==> config.mk <==
export PLATFORM = sky130hd
export DESIGN_NAME = adder_acc_sched
export DESIGN_NICKNAME = d
export VERILOG_FILES = /design/src/rtl/adder_acc_sched_pkg.sv /design/src/rtl/adder_acc_sched_acc_loop_cnt.sv /design/src/rtl/adder_acc_sched.sv
export SDC_FILE = /design/constraint.sdc
export NUM_CORES = 1
export LEC_CHECK = 0
export ABC_CLOCK_PERIOD_IN_PS = 3000
export CAP_MARGIN = 5
export CORE_MARGIN = 2
export CORE_UTILIZATION = 49
export DETAILED_ROUTE_END_ITERATION = 16
export PLACE_DENSITY = 0.8
export SLEW_MARGIN = 20
export SYNTH_ARGS = -nofsm -noshare
export SYNTH_HDL_FRONTEND = slang
export SYNTH_SLANG_ARGS = --single-unit
export TNS_END_PERCENT = 1
==> constraint.sdc <==
create_clock -name clk -period 3 [get_ports clk]
set_clock_uncertainty 0.1 [all_clocks]
set_input_delay 0.9 -clock clk [delete_from_list [all_inputs] [get_ports clk]]
set_output_delay 0.9 -clock clk [all_outputs]
set_load 0.02 [all_outputs]
==> src/rtl/adder_acc_sched_pkg.sv <==
// Shared definitions for the accumulation-adder scheduler.
//   - adder mode encodings driven on adder_mode
//   - scheduler FSM state encoding (also visible on the dbg_state port)
package adder_acc_sched_pkg;

  // Adder operating modes
  localparam logic [1:0] MODE_SUM  = 2'd0;  // Data_in1+2+3
  localparam logic [1:0] MODE_PSUM = 2'd1;  // sum + psum
  localparam logic [1:0] MODE_BIAS = 2'd2;  // sum + psum + bias (final)

  typedef enum logic [1:0] {
    ST_IDLE  = 2'd0,
    ST_RUN   = 2'd1,
    ST_DRAIN = 2'd2,
    ST_DONE  = 2'd3
  } state_e;

endpackage

==> src/rtl/adder_acc_sched_acc_loop_cnt.sv <==
// Nested channel-group / pixel counter (acc_loop_cnt) for the scheduler.
// p runs 0..P-1 within a group; when p wraps, g advances 0..N-1.
// Ports:
//   clk, rst      clock, async active-high reset
//   clear_i       restart both counters at 0 (new pass)
//   adv_i         advance by one beat
//   groups_i      N (latched by the parent)
//   pixels_i      P (latched by the parent)
//   g_o, p_o      current group / pixel index
//   last_g_o      g == N-1
//   last_beat_o   g == N-1 and p == P-1
module adder_acc_sched_acc_loop_cnt
  import adder_acc_sched_pkg::*;
#(
  parameter int GROUP_W = 8,
  parameter int ADDR_W  = 10
) (
  input  logic               clk,
  input  logic               rst,
  input  logic               clear_i,
  input  logic               adv_i,
  input  logic [GROUP_W-1:0] groups_i,
  input  logic [ADDR_W-1:0]  pixels_i,
  output logic [GROUP_W-1:0] g_o,
  output logic [ADDR_W-1:0]  p_o,
  output logic               last_g_o,
  output logic               last_beat_o
);

  localparam logic [GROUP_W-1:0] ONE_G = GROUP_W'(1);
  localparam logic [ADDR_W-1:0]  ONE_P = ADDR_W'(1);

  logic [GROUP_W-1:0] g_q, g_d;
  logic [ADDR_W-1:0]  p_q, p_d;
  logic               last_p;
  logic               last_g;

  // Wrap is detected against P-1 rather than counter overflow, so
  // P = 2^ADDR_W-1 works with an ADDR_W-bit counter.
  assign last_p = (p_q == (pixels_i - ONE_P));
  assign last_g = (g_q == (groups_i - ONE_G));

  always_comb begin
    g_d = g_q;
    p_d = p_q;
    if (clear_i) begin
      g_d = '0;
      p_d = '0;
    end else if (adv_i) begin
      if (last_p) begin
        p_d = '0;
        g_d = last_g ? '0 : (g_q + ONE_G);
      end else begin
        p_d = p_q + ONE_P;
      end
    end
  end

  always_ff @(posedge clk or posedge rst) begin
    if (rst) begin
      g_q <= '0;
      p_q <= '0;
    end else begin
      g_q <= g_d;
      p_q <= p_d;
    end
  end

  assign g_o         = g_q;
  assign p_o         = p_q;
  assign last_g_o    = last_g;
  assign last_beat_o = last_g & last_p;

endmodule

==> src/rtl/adder_acc_sched.sv <==
// Scheduler for the three-input accumulation adder over one layer pass.
// For each output pixel it selects the adder mode per channel group:
// first group = plain sum (written to psum), middle groups = +psum
// (written back), last group = +psum+bias (emitted downstream).
//
// Handshakes: a PE beat transfers when pe_valid & pe_ready. A final
// result transfers when out_valid & out_ready; out_valid, adder_mode
// and psum_wr_addr stay stable until that happens.
//
// Ports:
//   clk, rst                  clock, async active-high reset
//   start, cfg_groups/pixels  pass start pulse and N/P configuration
//   pe_valid / pe_ready       PE row-sum handshake
//   out_ready / out_valid     downstream handshake for final results
//   s1_en                     stage-1 datapath register enable
//   adder_mode, psum_zero     adder controls (from stage-1 register)
//   psum_rd_en/addr           psum SRAM read (1-cycle latency)
//   psum_wr_en/addr           psum SRAM write of the adder result
//   busy, done                pass status
//   dbg_state                 current FSM state
module adder_acc_sched
  import adder_acc_sched_pkg::*;
#(
  parameter int GROUP_W = 8,
  parameter int ADDR_W  = 10
) (
  input  logic               clk,
  input  logic               rst,
  input  logic               start,
  input  logic [GROUP_W-1:0] cfg_groups,
  input  logic [ADDR_W-1:0]  cfg_pixels,
  input  logic               pe_valid,
  output logic               pe_ready,
  input  logic               out_ready,
  output logic               s1_en,
  output logic [1:0]         adder_mode,
  output logic               psum_zero,
  output logic               psum_rd_en,
  output logic [ADDR_W-1:0]  psum_rd_addr,
  output logic               psum_wr_en,
  output logic [ADDR_W-1:0]  psum_wr_addr,
  output logic               out_valid,
  output logic               busy,
  output logic               done,
  output logic [1:0]         dbg_state
);

  localparam logic [GROUP_W-1:0] ONE_G = GROUP_W'(1);

  state_e state_q, state_d;

  logic [GROUP_W-1:0] n_q, n_d;
  logic [ADDR_W-1:0]  np_q, np_d;

  // Stage-1 register: what the adder does on the cycle after acceptance
  logic              s1_valid_q, s1_valid_d;
  logic [1:0]        s1_mode_q, s1_mode_d;
  logic [ADDR_W-1:0] s1_addr_q, s1_addr_d;
  logic              s1_final_q, s1_final_d;
  logic              s1_zero_q, s1_zero_d;

  logic [GROUP_W-1:0] g;
  logic [ADDR_W-1:0]  p;
  logic               last_g;
  logic               last_beat;

  logic start_ok;
  logic stall_out;
  logic raw_haz;
  logic accept;

  assign start_ok = (state_q == ST_IDLE) & start;

  // A final beat waiting on downstream freezes the whole pipe.
  assign stall_out = s1_valid_q & s1_final_q & ~out_ready;

  // Only reachable with P==1: the next read would hit the address stage 1
  // is about to write. No bypass, so hold the PE for one cycle.
  assign raw_haz = s1_valid_q & ~s1_final_q & (g != '0) & (s1_addr_q == p);

  assign pe_ready = (state_q == ST_RUN) & ~stall_out & ~raw_haz;
  assign accept   = pe_valid & pe_ready;

  adder_acc_sched_acc_loop_cnt #(
    .GROUP_W (GROUP_W),
    .ADDR_W  (ADDR_W)
  ) u_cnt (
    .clk         (clk),
    .rst         (rst),
    .clear_i     (start_ok),
    .adv_i       (accept),
    .groups_i    (n_q),
    .pixels_i    (np_q),
    .g_o         (g),
    .p_o         (p),
    .last_g_o    (last_g),
    .last_beat_o (last_beat)
  );

  // FSM next state and status outputs
  always_comb begin
    state_d = state_q;
    n_d     = n_q;
    np_d    = np_q;
    busy    = 1'b0;
    done    = 1'b0;
    case (state_q)
      ST_IDLE: begin
        if (start) begin
          n_d  = cfg_groups;
          np_d = cfg_pixels;
          if ((cfg_groups == '0) || (cfg_pixels == '0)) state_d = ST_DONE;
          else                                          state_d = ST_RUN;
        end
      end
      ST_RUN: begin
        busy = 1'b1;
        if (accept && last_beat) state_d = ST_DRAIN;
      end
      ST_DRAIN: begin
        busy = 1'b1;
        if (!s1_valid_q) state_d = ST_DONE;
      end
      ST_DONE: begin
        busy    = 1'b1;
        done    = 1'b1;
        state_d = ST_IDLE;
      end
      default: state_d = ST_IDLE;
    endcase
  end

  // Stage-1 load / retire
  always_comb begin
    s1_valid_d = s1_valid_q;
    s1_mode_d  = s1_mode_q;
    s1_addr_d  = s1_addr_q;
    s1_final_d = s1_final_q;
    s1_zero_d  = s1_zero_q;
    if (accept) begin
      s1_valid_d = 1'b1;
      s1_addr_d  = p;
      s1_zero_d  = 1'b0;
      s1_final_d = 1'b0;
      if (n_q == ONE_G) begin
        // single group: no stored psum to add
        s1_mode_d  = MODE_BIAS;
        s1_zero_d  = 1'b1;
        s1_final_d = 1'b1;
      end else if (g == '0) begin
        s1_mode_d  = MODE_SUM;
      end else if (last_g) begin
        s1_mode_d  = MODE_BIAS;
        s1_final_d = 1'b1;
      end else begin
        s1_mode_d  = MODE_PSUM;
      end
    end else if (s1_valid_q && !stall_out) begin
      s1_valid_d = 1'b0;  // mode/zero/addr keep their last value
    end
  end

  always_ff @(posedge clk or posedge rst) begin
    if (rst) begin
      state_q    <= ST_IDLE;
      n_q        <= '0;
      np_q       <= '0;
      s1_valid_q <= 1'b0;
      s1_mode_q  <= MODE_SUM;
      s1_addr_q  <= '0;
      s1_final_q <= 1'b0;
      s1_zero_q  <= 1'b0;
    end else begin
      state_q    <= state_d;
      n_q        <= n_d;
      np_q       <= np_d;
      s1_valid_q <= s1_valid_d;
      s1_mode_q  <= s1_mode_d;
      s1_addr_q  <= s1_addr_d;
      s1_final_q <= s1_final_d;
      s1_zero_q  <= s1_zero_d;
    end
  end

  assign s1_en        = accept;
  assign psum_rd_en   = accept & (g != '0);
  assign psum_rd_addr = p;
  assign psum_wr_en   = s1_valid_q & ~s1_final_q;
  assign psum_wr_addr = s1_addr_q;
  assign out_valid    = s1_valid_q & s1_final_q;
  assign adder_mode   = s1_mode_q;
  assign psum_zero    = s1_zero_q;
  assign dbg_state    = state_q;

endmodule

==> results of run 1 <==
synth_stat cells, types with 3 or more instances:
cell and number:
o22ai_1 6, nor4_1 9, nor3_1 17, nand2_1 95, nor2_1 11, clkbuf_1 19, o211ai_1 6, xnor2_1 31
or3_1 13, inv_1 18, xor2_1 10, a2111oi_0 6, or2_2 5, ha_1 11, a21oi_1 6, a31oi_1 3
nand4_1 6, o21ai_0 15, nand3_1 11, dfrtp_1 52
layout make-up:
cell class	count	area, um^2	area share
Clock buffer	5	68.8	0.0160
Clock inverter	3	26.3	0.00613
Inverter	18	70.1	0.0163
Multi-Input combinational cell	299	1880	0.438
Sequential cell	52	1300	0.303
Tap cell	77	96.3	0.0225
Timing Repair Buffer	93	850	0.198
logic make-up (layout without fill, tap and decap cells):
kind of cell / after synthesis / after routing / share of synthesized area
flops: 52 / 52 / 0.395
buf+inv: 41 / 119 / 0.0498
compound gates: 65 / 65 / 0.138
fa+ha+maj: 11 / 11 / 0.0418
xor+xnor: 41 / 41 / 0.109
simple gates: 182 / 182 / 0.266
cell usage in the layout, fill, tap and decap left out, types with 9 or more instances in the layout:
cell type        Yosys  layout
buf_4                2      38
inv_1               18      16
xnor2_1             31      31
clkdlybuf4s50_1      0      51
ha_1                11      11
or3_1               13      13
xor2_1              10      10
nor2_1              11       9
nor3_1              17      16
nand2_1             95      95
nand3_1             11      11
o21ai_0             15      15
dfrtp_1             52      52
stage by stage:
step / total power, mW / instance area [um^2] / setup WS, ns / hold slack [ns]
final: 3.39 / 4290 / -0.171 / 0.403
after global routing: 3.62 / 4290 / -0.280 / 0.420
after CTS: 3.34 / 4260 / -0.195 / 0.405
after floorplan: 2.28 / 3340 / 0.00839 / 0.365
after detailed placement: 2.90 / 4160 / -0.529 / 0.382
after global placement: 2.82 / 4160 / -0.476 / 0.365
power by group through the flow:
| stage | sequential, mW | clock, mW | combinational, mW |
|---|---|---|---|
| floorplan | 1.13 | 0 | 1.15 |
| global placement | 1.08 | 0 | 1.74 |
| detailed placement | 1.10 | 0 | 1.80 |
| CTS | 1.08 | 0.431 | 1.82 |
| global route | 1.12 | 0.454 | 2.05 |
| finish | 1.09 | 0.431 | 1.87 |
metal layers:
layer / vias up / track usage / wire [um]
met3: 18 / 0.0318 / 598
li1: 1532 / - / -
met1: 1535 / 0.327 / 3830
met4: 0 / 0.0548 / 119
met2: 157 / 0.407 / 3950
met5: - / 0 / 0
state kept, by name, indices dropped and copies added (netlist names):
register      cells
psum_zero         1
u_cnt.g_o         8
dbg_state         2
u_cnt.p_o        10
adder_mode        2
np_q             10
n_q               8
s1_valid_q        1
psum_wr_addr     10
repair_timing:
| action | in CTS | in global routing |
|---|---|---|
| gates resized for setup | 17 | 6 |
| endpoints found under the setup margin | 3 | 18 |
| pin swaps | 1 | 3 |
| buffers inserted | 1 | 0 |
worst register-to-register path, cell delays in order, from the launching register on:
cell and delay [ns]:
dfrtp_1 0.46, or4_4 0.58, or3_1 0.41, a22oi_1 0.24
nand3_1 0.11, buf_4 0.20, o41a_1 0.43, o32ai_1 0.26
final timing paths:
path                                          start                        to  slack (ns)  cells past startpoint
max                        u_cnt.g_o[0]$_DFFE_PP0P_                psum_rd_en       -0.17                      8
min                           psum_zero$_DFFE_PP0P_     psum_zero$_DFFE_PP0P_        0.40                      2
max reg2reg                      n_q[2]$_DFFE_PP0P_  dbg_state[1]$_DFFE_PP0P_        0.12                      7
min reg2reg                   psum_zero$_DFFE_PP0P_     psum_zero$_DFFE_PP0P_        0.40                      2
max in group asynchronous                       rst  dbg_state[1]$_DFFE_PP0P_        1.42                      3
min in group asynchronous                       rst     psum_zero$_DFFE_PP0P_        0.84                      2
==> results.json, run 1 <==
{
  "run_status": "finished, violations left",
  "violations": "setup timing",
  "cts_sinks": 52,
  "layoutNonFillerInstCount": 547,
  "synth_seq_cells": 52,
  "core_area_um2": 6420,
  "drt_iter0_markers": 457,
  "cts_tree": "built",
  "vdd_drop_max_mv": 0.646,
  "min_path_type": "reg2reg",
  "layout_worst_path_cycle_share": 1.06,
  "grt_max_degree": 29,
  "synth_enable_flop_cells": 0,
  "final_period_demand_of_the_worst_path_ns": 3.17,
  "finalHoldViolCount": 0,
  "die_h_um": 86.0,
  "slowest_delay_ns": 0.45,
  "combinationalPowerShare": 0.551,
  "final_antenna_net_count": 0,
  "dp_hpwl_um": 6430,
  "worst_tran_pin_value_ns": 0.714,
  "totalWireLength_um": 8500,
  "netlist.area_leader.share": 0.395,
  "cp-start-kind": "flop",
  "switching_power_mw": 1.52,
  "clkTransAtPathRegs_ns": 0.10,
  "cts.htree.levels": 2,
  "post_route_cells_drive_above_1_share": 0.149,
  "share_clk_of_total_power": 0.127,
  "post_synth_num_cell_types": 53,
  "slew_headroom": 0.518,
  "netlist_instances": 392,
  "mappedNetlistNets": 426,
  "antenna-diode-count": 0,
  "nets": 503,
  "port_buffers": 54,
  "avgSynthCellArea_um2": 8.40,
  "sw_frac_of_total": 0.448,
  "unrepaired_setup_endpoints_after_global_routing": "yes",
  "drcViolationCount": 0,
  "crit_arrival_ns": 2.17,
  "clockBufferDepth": 2,
  "tritoncts_buffer_count": 5,
  "setup_slack_ns": -0.171,
  "drt_pre_antenna_iters": 5,
  "gpl.final_weighted_congestion": 0.889,
  "critPathKind": "reg2out",
  "cell_family_contributing_the_most_delay_on_the_critical_path": "simple AND/OR/NAND/NOR gates",
  "cts.hold.buffers_added": 0,
  "dominantRegCellSynth": "dfrtp_1",
  "detailroute.via_count": 3242,
  "critical_path_s_slowest_cell": "or4b_4",
  "final.fill_count": 529,
  "placementRows": 29,
  "clk_root_buffer_cell": "clkbuf_8",
  "power.density_cell_area_nw_per_um2": 790,
  "finalSetupViolations": 3,
  "grt_usage": 0.240,
  "tns_ns": -0.353,
  "synth_area_um2": 3290,
  "netlist.top_cell.by_area": "dfrtp_1",
  "detail_route.wl_per_cell_um": 15.5,
  "dpl.cell_count": 538,
  "die_width_um": 86.0,
  "cp_cell_sequence": "inv_1, ha_1, or4b_4, o211ai_1, nor4_4, or2_4, nor2_4, buf_6",
  "cp_data_required_time_ns": 2.00,
  "clock.fmax_ghz": 0.315,
  "critical_path.n_buffers_inverters": 2,
  "static-leakage-power_nw": 1.84,
  "synthesis_warning_total": 0,
  "pin_count": 55,
  "critical_path.max_fanout": 4,
  "fp.dieArea_um2": 7400,
  "final-max-slew-violation-count": 0,
  "yosys-top-cells-area": "dfrtp_1 39%, nand2_1 11%, xnor2_1 8.2%",
  "initial_core_util": 0.513,
  "ys_seq_area_frac": 0.395,
  "p_seq_frac": 0.322,
  "grt_first_pass_wirelength_um": 14300,
  "overflow": 0,
  "post-route-util": 0.668,
  "grt_pass1_vias": 3063,
  "power.internal_mw": 1.87,
  "syn_to_final_growth_pct": 30.2,
  "drv_cap": 0,
  "antenna_violations_before_repair": 0,
  "drt-vias-per-instance": 5.93,
  "endpoint_kind": "output pin",
  "insertion_delay_ns": 0.31,
  "ys_async_sr_fraction": 1.00
}
(Power assumes the default switching activity.)
==> run 2, diff against run 1 <==
--- a/config.mk
+++ b/config.mk
@@ -9,6 +9,7 @@
 export CAP_MARGIN = 5
 export CORE_MARGIN = 2
 export CORE_UTILIZATION = 49
+export CTS_CLUSTER_SIZE = 24
 export DETAILED_ROUTE_END_ITERATION = 16
 export PLACE_DENSITY = 0.8
 export SLEW_MARGIN = 20
==> results of run 2 <==
Same layout as run 1: the final DEF is identical, and so are final timing and power.
